[src/rtl/sap_core_if.sv]
// Request/acknowledge memory port shared by sap_core and its memory.
interface sap_core_if #(
  parameter int unsigned DATA_W = 8,
  parameter int unsigned ADDR_W = 4
);
  logic              mem_req;
  logic              mem_we;
  logic [ADDR_W-1:0] mem_addr;
  logic [DATA_W-1:0] mem_wdata;
  logic [DATA_W-1:0] mem_rdata;
  logic              mem_ack;

  modport master (
    output mem_req, mem_we, mem_addr, mem_wdata,
    input  mem_rdata, mem_ack
  );

  modport slave (
    input  mem_req, mem_we, mem_addr, mem_wdata,
    output mem_rdata, mem_ack
  );
endinterface

[src/rtl/sap_core.sv]
// SAP-style accumulator core: FETCH/DECODE/EXEC/HALT FSM driving a req/ack memory port,
// with carry/zero flags, an output register and HALT/resume control.
module sap_core #(
  parameter int unsigned DATA_W = 8,
  parameter int unsigned ADDR_W = 4
) (
  input  logic              clk,
  input  logic              rst_n,
  sap_core_if.master        mem,
  output logic              out_valid,
  output logic [DATA_W-1:0] out_data,
  output logic              halted,
  input  logic              resume,
  output logic              flag_c,
  output logic              flag_z
);

  if (DATA_W < 8 || DATA_W > 32 || ADDR_W < 4 || ADDR_W > DATA_W - 4) begin : gen_param_check
    $fatal(1, "sap_core: illegal DATA_W/ADDR_W combination");
  end

  localparam logic [3:0] OpLda = 4'd1;
  localparam logic [3:0] OpAdd = 4'd2;
  localparam logic [3:0] OpSub = 4'd3;
  localparam logic [3:0] OpSta = 4'd4;
  localparam logic [3:0] OpLdi = 4'd5;
  localparam logic [3:0] OpJmp = 4'd6;
  localparam logic [3:0] OpJc  = 4'd7;
  localparam logic [3:0] OpJz  = 4'd8;
  localparam logic [3:0] OpOut = 4'd14;
  localparam logic [3:0] OpHlt = 4'd15;

  typedef enum logic [1:0] {StFetch, StDecode, StExec, StHalt} state_e;

  state_e            state_q;
  logic [ADDR_W-1:0] pc_q;
  logic [DATA_W-1:0] a_q;
  // Only the opcode and operand fields of the instruction word are kept.
  logic [3:0]        op_q;
  logic [ADDR_W-1:0] opd_q;
  logic              flag_c_q, flag_z_q;
  logic              out_valid_q;
  logic [DATA_W-1:0] out_data_q;
  logic              halted_q;
  logic              req_q, we_q;
  logic [ADDR_W-1:0] addr_q;
  logic [DATA_W-1:0] wdata_q;

  logic [DATA_W:0]   sum;
  logic [DATA_W-1:0] diff;
  logic              is_mem_op;
  logic              jump_taken;
  logic [ADDR_W-1:0] pc_exec;

  assign sum       = {1'b0, a_q} + {1'b0, mem.mem_rdata};
  assign diff      = a_q - mem.mem_rdata;
  assign is_mem_op = op_q inside {OpLda, OpAdd, OpSub, OpSta};

  always_comb begin
    jump_taken = 1'b0;
    case (op_q)
      OpJmp:   jump_taken = 1'b1;
      OpJc:    jump_taken = flag_c_q;
      OpJz:    jump_taken = flag_z_q;
      default: jump_taken = 1'b0;
    endcase
  end

  assign pc_exec = jump_taken ? opd_q : pc_q;

  always_ff @(posedge clk or negedge rst_n) begin
    if (!rst_n) begin
      state_q     <= StFetch;
      pc_q        <= '0;
      a_q         <= '0;
      op_q        <= '0;
      opd_q       <= '0;
      flag_c_q    <= 1'b0;
      flag_z_q    <= 1'b0;
      out_valid_q <= 1'b0;
      out_data_q  <= '0;
      halted_q    <= 1'b0;
      req_q       <= 1'b0;
      we_q        <= 1'b0;
      addr_q      <= '0;
      wdata_q     <= '0;
    end else begin
      out_valid_q <= 1'b0;
      unique case (state_q)
        StFetch: begin
          // The fetch request is normally raised by the previous EXEC; only the
          // first fetch after reset has to raise it here.
          if (!req_q) begin
            req_q  <= 1'b1;
            we_q   <= 1'b0;
            addr_q <= pc_q;
          end else if (mem.mem_ack) begin
            op_q    <= mem.mem_rdata[DATA_W-1 -: 4];
            opd_q   <= mem.mem_rdata[ADDR_W-1:0];
            pc_q    <= pc_q + 1'b1;
            req_q   <= 1'b0;
            state_q <= StDecode;
          end
        end
        StDecode: begin
          if (is_mem_op) begin
            req_q   <= 1'b1;
            we_q    <= (op_q == OpSta);
            addr_q  <= opd_q;
            wdata_q <= a_q;
          end
          state_q <= StExec;
        end
        StExec: begin
          if (is_mem_op) begin
            if (mem.mem_ack) begin
              case (op_q)
                OpLda: a_q <= mem.mem_rdata;
                OpAdd: begin
                  {flag_c_q, a_q} <= sum;
                  flag_z_q        <= (sum[DATA_W-1:0] == '0);
                end
                OpSub: begin
                  a_q      <= diff;
                  flag_c_q <= (a_q >= mem.mem_rdata);
                  flag_z_q <= (diff == '0);
                end
                default: ;
              endcase
              req_q   <= 1'b1;
              we_q    <= 1'b0;
              addr_q  <= pc_q;
              state_q <= StFetch;
            end
          end else if (op_q == OpHlt) begin
            halted_q <= 1'b1;
            state_q  <= StHalt;
          end else begin
            case (op_q)
              OpLdi: a_q <= {{(DATA_W - ADDR_W){1'b0}}, opd_q};
              OpOut: begin
                out_data_q  <= a_q;
                out_valid_q <= 1'b1;
              end
              default: ;
            endcase
            pc_q    <= pc_exec;
            req_q   <= 1'b1;
            we_q    <= 1'b0;
            addr_q  <= pc_exec;
            state_q <= StFetch;
          end
        end
        StHalt: begin
          if (resume) begin
            halted_q <= 1'b0;
            req_q    <= 1'b1;
            we_q     <= 1'b0;
            addr_q   <= pc_q;
            state_q  <= StFetch;
          end
        end
        default: state_q <= StFetch;
      endcase
    end
  end

  assign mem.mem_req   = req_q;
  assign mem.mem_we    = we_q;
  assign mem.mem_addr  = addr_q;
  assign mem.mem_wdata = wdata_q;
  assign out_valid     = out_valid_q;
  assign out_data      = out_data_q;
  assign halted        = halted_q;
  assign flag_c        = flag_c_q;
  assign flag_z        = flag_z_q;

endmodule

[src/flat_wrapper.sv]
// flat-port wrapper written by rule: the top's interface ports become plain ports
module sap_core_flat 
#(
  parameter int unsigned DATA_W = 8,
  parameter int unsigned ADDR_W = 4
)
  (clk, rst_n, out_valid, out_data, halted, resume, flag_c, flag_z, mem_mem_req, mem_mem_we, mem_mem_addr, mem_mem_wdata, mem_mem_rdata, mem_mem_ack);
  sap_core_if #(.DATA_W(DATA_W), .ADDR_W(ADDR_W)) mem_i ();
  input  logic clk;
  input  logic rst_n;
  output logic out_valid;
  output logic [DATA_W-1:0] out_data;
  output logic halted;
  input  logic resume;
  output logic flag_c;
  output logic flag_z;
  output wire logic [$bits(mem_i.mem_req)-1:0] mem_mem_req;
  output wire logic [$bits(mem_i.mem_we)-1:0] mem_mem_we;
  output wire logic [$bits(mem_i.mem_addr)-1:0] mem_mem_addr;
  output wire logic [$bits(mem_i.mem_wdata)-1:0] mem_mem_wdata;
  input wire logic [$bits(mem_i.mem_rdata)-1:0] mem_mem_rdata;
  input wire logic [$bits(mem_i.mem_ack)-1:0] mem_mem_ack;
  assign mem_mem_req = mem_i.mem_req;
  assign mem_mem_we = mem_i.mem_we;
  assign mem_mem_addr = mem_i.mem_addr;
  assign mem_mem_wdata = mem_i.mem_wdata;
  assign mem_i.mem_rdata = mem_mem_rdata;
  assign mem_i.mem_ack = mem_mem_ack;
  sap_core #(.DATA_W(DATA_W), .ADDR_W(ADDR_W)) u_core (.clk(clk), .rst_n(rst_n), .mem(mem_i), .out_valid(out_valid), .out_data(out_data), .halted(halted), .resume(resume), .flag_c(flag_c), .flag_z(flag_z));
endmodule
[config.mk]
export PLATFORM = sky130hd
export DESIGN_NAME = sap_core_flat
export DESIGN_NICKNAME = d
export VERILOG_FILES = /design/src/rtl/sap_core_if.sv /design/src/rtl/sap_core.sv /design/src/flat_wrapper.sv
export SDC_FILE = /design/constraint.sdc
export NUM_CORES = 1
export LEC_CHECK = 0
export ABC_AREA = 1
export CAP_MARGIN = 40
export CELL_PAD_IN_SITES_DETAIL_PLACEMENT = 1
export CELL_PAD_IN_SITES_GLOBAL_PLACEMENT = 1
export CORE_MARGIN = 2
export CORE_UTILIZATION = 28
export CTS_CLUSTER_SIZE = 12
export DETAILED_ROUTE_END_ITERATION = 10
export PLACE_DENSITY_LB_ADDON = 0.1
export SYNTH_ARGS = -nofsm -noshare
export SYNTH_HDL_FRONTEND = slang
export SYNTH_SLANG_ARGS = --single-unit
[constraint.sdc]
create_clock -name clk -period 2.66 [get_ports clk]
set_clock_uncertainty 0.15 [all_clocks]
set_input_delay 0.532 -clock clk [delete_from_list [all_inputs] [get_ports clk]]
set_output_delay 0.532 -clock clk [all_outputs]
set_load 0.02 [all_outputs]
==> flow_summary.toml, run 1 <==
[clocking]
clock_path_buffers = 2
cts_root_buffer = "clkbuf_16"
numCtsBuffers = 5
clkTransAtPathRegs_ns = 0.06
cts-htree-levels = 2
cts_tree = "yes"
cts.sinks = 48
cts-hold-fix-buffers = 0
clk_latency_ns = 0.29

[synthesis]
synth_fp_nets = 486
ys_seq_area_share_pct = 36.3
yosysWarnings = 0
synthFlopType = "dfrtp_1"
netlist_instances = 449
synth_edf_count = 0
synthTopCellsByCount = "121 x nand2_1, 53 x inv_1, 48 x dfrtp_1"
synth_top_area_share_pct = 36.3
synthMostInstantiatedCell = "nand2_1"
ys_ff_latch = 48
ys_top_cells_by_area = "dfrtp_1 36%, nand2_1 14%, ha_1 8.7%"
synth.distinct_cells = 36
syn-mean-instance-area_um2 = 7.37
synth_area_leader_cell = "dfrtp_1"
synth-async-reset-ratio_pct = 100
synth_area_um2 = 3310

[final_layout]
final_cell_area_um2 = 4200
syn_to_final_growth_pct = 26.9
post-route-util_pct = 36.7
n_antenna_cell = 0
final_net_count = 553
drive_gt1_share_pct = 13.3
fill_cells = 1419

[routing]
wl_met3_um = 213
top_layer_used = "met4"
ant_nets = 0
route.detailed.drc = 0
wl_met1_um = 5140
routed_via_density = 4.85
drt_iter0_drc = 123
firstDrtPassIters = 4
drt-total-wl_um = 10400
vias = 3199
wl_met2_um = 4920
routedWlPerCell_um = 15.7

[power_and_ir_drop]
power.internal_mw = 2.61
combPwrFrac_pct = 61.1
power.switching_mw = 2.54
switching_share_pct = 49.3
power_mw = 5.15
peakVddDrop_v = 0.000451
p_per_area_nw_per_um2 = 1230
p_leak_nw = 2.10
clock_power_share_pct = 12.5
pwr-share-seq_pct = 26.4

[grt]
antenna_found_initial = 0
grt_max_degree = 26
gr-total-overflow = 0
grt_first_pass_wirelength_um = 17400
grtUsageTotal_pct = 17.2
grt_pass1_vias = 3441

[worst_setup_path]
worst_setup_path_end_kind = "flop"
required_ns = 2.74
critPathKind = "primary input to flop"
cpLargestDelayFamily = "simple AND/OR/NAND/NOR gates"
cp_common_cell = "nand2_1"
reg2reg_depth = 13
critical_path_arrival_ns = 2.56
cp_slowest_cell = "clkdlybuf4s50_1"
cp.depth = 13
startpoint_type = "primary input"
worstPathMaxFanout = 3
cp_cell_sequence = "clkdlybuf4s50_1, ha_1, inv_1, fa_1, xnor2_1, nand2_1, nor2_1, nand3_1, nor2_1, nand3_1, nand2_1, nand2_1, nand2_1"
critPathMaxStageDelay_ns = 0.51
crit_buf_inv = 2

[floorplanning]
die_h_um = 113
io_pins = 38
initial_core_util_pct = 28.9
die_w_um = 113
dieArea_um2 = 12700
rows = 39
core_area_um2 = 11500

[place]
gp_congestion = 0.816
dpl-instance-area_um2 = 4050
hpwlAfterDp_um = 8530
io_buffers = 37

[sta]
rsz0062_at_grt = "false"
fin_crit_sh_pct = 93.0
tightestPinTransition_ns = 0.598
hold_viol_final = 0
slew_headroom_pct = 60.1
setup_violations = 0
finalMaxSlewViolations = 0
fin_crit_ns = 2.47
fmax_mhz = 404

[outcome]
outcome = "finished, final reports clean"

[run]
max_cap_viol_count = 0

[hold_path]
min_path_type = "primary input to async pin"
## path summary, 6_finish.rpt
kind	startpoint	to	slack [ns]
setup / recovery	mem_mem_rdata[0]	u_core.flag_z	0.19
hold / removal	rst_n	u_core.op_q[2]	0.09
setup reg to reg	u_core.a_q[0]	u_core.flag_z	0.39
hold reg to reg	u_core.mem.mem_addr[0]	u_core.mem.mem_addr[0]	0.33
max in group asynchronous	rst_n	u_core.mem.mem_req	1.64
min in group clk	u_core.mem.mem_addr[0]	u_core.mem.mem_addr[0]	0.33
## stage by stage
step	setup TNS (ns)	hold slack, ns	setup slack (ns)	std cells
6_report	0	0.0889	0.186	660
5_1_grt	0	0.127	0.00514	660
4_1_cts	0	0.113	0.178	660
3_5_place_dp	-0.455	0.324	-0.130	652
3_3_place_gp	-0.282	0.314	-0.103	652
2_1_floorplan	0	0.0864	0.600	449
## flip-flops by register name, indices dropped and copies added (netlist names)
| register | count |
|---|---|
| u_core.a_q | 8 |
| u_core.mem.mem_wdata | 8 |
| u_core.out_data | 8 |
| u_core.mem.mem_addr | 4 |
| u_core.op_q | 4 |
| u_core.opd_q | 4 |
| u_core.pc_q | 4 |
| u_core.state_q | 2 |
| u_core.flag_c | 1 |
| u_core.flag_z | 1 |
| u_core.halted | 1 |
| u_core.mem.mem_req | 1 |
| u_core.mem.mem_we | 1 |
| u_core.out_valid | 1 |
## routing by layer
| layer | up-vias | track usage [%] |
|---|---|---|
| met1 | 1559 | 23.5 |
| met3 | 10 | 2.68 |
| li1 | 1599 | - |
| met2 | 31 | 29.2 |
| met4 | 0 | 3.41 |
| met5 | - | 0 |
## layout make-up
class	count	area (um^2)	area share (%)
multi-input combinational	330	1830	43.5
sequential	48	1200	28.6
timing repair buffer	68	598	14.2
inverter	63	249	5.92
tap	143	179	4.26
clock buffer	5	125	2.98
clock inverter	3	23.8	0.566
## power groups by stage
| stage | Combinational, mW | Clock, mW | Sequential (mW) |
|---|---|---|---|
| 6_report | 3.15 | 0.645 | 1.36 |
| 5_1_grt | 3.57 | 0.695 | 1.41 |
| 4_1_cts | 3.19 | 0.669 | 1.36 |
| 3_5_place_dp | 3.16 | 0 | 1.37 |
| 3_3_place_gp | 3.12 | 0 | 1.37 |
| 2_1_floorplan | 1.87 | 0 | 1.48 |
## kinds of logic (layout without fill, tap and decap cells)
| group | after synthesis | after routing | share of synthesized area [%] |
|---|---|---|---|
| compound gates | 92 | 92 | 15.3 |
| fa+ha+maj | 25 | 25 | 9.90 |
| simple gates | 210 | 210 | 29.0 |
| xor+xnor | 3 | 3 | 0.794 |
| flops | 48 | 48 | 36.3 |
| buf+inv | 71 | 139 | 8.73 |
## cells in the final DEF, fill, tap and decap left out, types with 2 or more instances in the layout
cell type / count
inv_2: 9
o21ai_1: 3
inv_1: 53
o31ai_1: 3
o21ai_0: 41
xor2_1: 2
a21oi_1: 27
nor2_1: 31
nor3_1: 2
clkdlybuf4s50_1: 36
nor2_4: 5
fa_1: 2
ha_1: 23
nand4_1: 7
clkinvlp_4: 2
clkbuf_16: 5
nand3_1: 31
nand2_2: 6
dfrtp_1: 48
o22ai_1: 3
a22oi_1: 2
o211ai_1: 8
buf_4: 31
nand2_1: 120
nand2_4: 2
## repair_timing
action                                  4_1_cts  5_1_grt
gates resized for setup                       0        2
buffers inserted                              0        0
endpoints found under the setup margin        0        2
Power figures use the tool's default switching activity.
==> run 2: changes to the inputs <==
--- a/config.mk
+++ b/config.mk
@@ -13,7 +13,7 @@
 export CORE_UTILIZATION = 28
 export CTS_CLUSTER_SIZE = 12
 export DETAILED_ROUTE_END_ITERATION = 10
-export PLACE_DENSITY_LB_ADDON = 0.1
+export PLACE_DENSITY_LB_ADDON = 0.15
 export SYNTH_ARGS = -nofsm -noshare
 export SYNTH_HDL_FRONTEND = slang
 export SYNTH_SLANG_ARGS = --single-unit
==> constraint.sdc (replaced) <==
create_clock -name clk -period 2.66 [get_ports clk]
set_clock_uncertainty 0.15 [all_clocks]
set_input_delay 0.532 -clock clk [delete_from_list [all_inputs] [get_ports clk]]
set_output_delay 0.532 -clock clk [all_outputs]
set_load 0.1 [all_outputs]
==> run 2 against run 1 <==
  * Non-clock buffer count down 3
  * First-iteration DRC count down 21%
  * Utilization down 0.60 points
  * Worst hold slack worse by 0.0044 ns
  * Routed wire length down 1.6%
  * Maximum frequency down 1.5%
  * Setup slack worse by 0.038 ns
==> flow_summary.toml, run 2 (synthesis results as in run 1) <==
[hold_path]
min_path_type = "primary input to async pin"

[worst_setup_path]
critPathMaxStageDelay_ns = 0.51
critical_path_arrival_ns = 2.55
worstPathMaxFanout = 3
reg2reg_depth = 14
critPathKind = "primary input to flop"
cp_cell_sequence = "clkdlybuf4s50_1, ha_1, inv_1, fa_1, nand3_1, nand2_1, a21oi_2, inv_1, nand2_1, nand2_1, nand3_1, nand2_1, nand2_1, nand2_1"
startpoint = "mem_mem_rdata[0]"
startpoint_type = "primary input"
r2r-start = "u_core.a_q[0]"
cp_common_cell = "nand2_1"
cp_slowest_cell = "clkdlybuf4s50_1"
required_ns = 2.70
worst_setup_path_end_kind = "flop"

[final_layout]
final_common_cell = "nand2_1"
final_net_count = 550
layout_common_cells = "121 x nand2_1, 54 x buf_4, 53 x inv_1"
drive_gt1_share_pct = 18.5
n_antenna_cell = 0
syn_to_final_growth_pct = 24.9

[sta]
finalMaxSlewViolations = 0
tightestPinTransition_ns = 0.584
slew_headroom_pct = 61.0
fin_crit_ns = 2.51
fin_crit_sh_pct = 94.4
hold_viol_final = 0
layout_setup_ws_ns = 0.148
setup_violations = 0
fmax_mhz = 398
rsz0062_at_grt = "false"

[floorplanning]
io_pins = 38
initial_core_util_pct = 28.9
die_h_um = 113
die_w_um = 113
core_area_um2 = 11500
rows = 39
dieArea_um2 = 12700

[clocking]
cts_tree = "yes"
numCtsBuffers = 5
clkTransAtPathRegs_ns = 0.07
cts.sinks = 48
clock_path_buffers = 2
clk_latency_ns = 0.29
cts_root_buffer = "clkbuf_16"
cts-htree-levels = 2

[routing]
drt_iter0_drc = 97
routedWlPerCell_um = 15.5
drt-total-wl_um = 10200
ant_nets = 0
firstDrtPassIters = 4
routed_via_density = 4.84
route.detailed.drc = 0
vias = 3178

[place]
place_ws_ns = -0.153
io_buffers = 37
gp_congestion = 0.822
hpwlAfterDp_um = 8420

[grt]
grt_first_pass_wirelength_um = 17400
grtUsageTotal_pct = 17.1
gr-total-overflow = 0
grt_max_degree = 25
grt_pass1_vias = 3357
antenna_found_initial = 0

[run]
max_cap_viol_count = 0

[outcome]
outcome = "finished, final reports clean"
-- run 2: cell count changes in the layout (fill, tap and decap cells not counted), sizes merged --
cell,before,now
clkdlybuf4s50,36,10
buf,32,55
-- run 2: final timing paths --
kind                                          endpoint  slack [ns]
worst max register to register           u_core.flag_z        0.36
worst min-delay path                    u_core.op_q[2]        0.08
max in group asynchronous           u_core.out_data[5]        1.66
worst min register to register  u_core.mem.mem_addr[2]        0.34
worst max-delay path                     u_core.flag_z        0.15
min in group clk                u_core.mem.mem_addr[2]        0.34
-- run 2: worst max-delay path, delay by kind of cell --
kind	cells	cell delay [ns]
AO/OA/AOI/OAI	1	0.18
buffers and inverters	3	0.62
adder cells (fa/ha/maj)	2	0.60
AND/OR/NAND/NOR	8	0.59
-- run 2: routing by layer --
metal	vias up	routed length, um	global-route usage (%)	part of all wire, %
li1	1594	-	-	-
met1	1535	4790	22.5	47
met2	35	4970	29.5	49
met3	14	253	2.62	2.5
met4	0	182	4.55	1.8
met5	-	0	0	0
-- run 2: per-stage QoR --
stage	util, %	instance area, um^2	hold slack, ns	cells	setup TNS (ns)
after global placement	34.5	3960	0.315	649	-0.207
final	36.1	4130	0.0845	657	0
after CTS	35.8	4110	0.109	657	0
after global routing	36.1	4130	0.138	657	0
after floorplan	-	3310	0.0864	449	0
after detailed placement	34.5	3960	0.326	649	-0.548
-- run 2: layout make-up --
type,count,area (um^2)
tap,143,179
clock inverter,3,23.8
clock buffer,5,125
sequential,48,1200
multi-input combinational,330,1850
fill,1404,7330
timing repair buffer,65,510
inverter,63,249
-- run 2: repair_timing --
item,CTS,global route
resized for setup,0,5
hold endpoints to repair,0,0
hold buffers,0,0
buffers inserted,0,0
setup endpoints to repair,0,2
Power of run 2 is not shown: default switching activity piles up to over one toggle a cycle in this logic, so the estimate is an artifact.
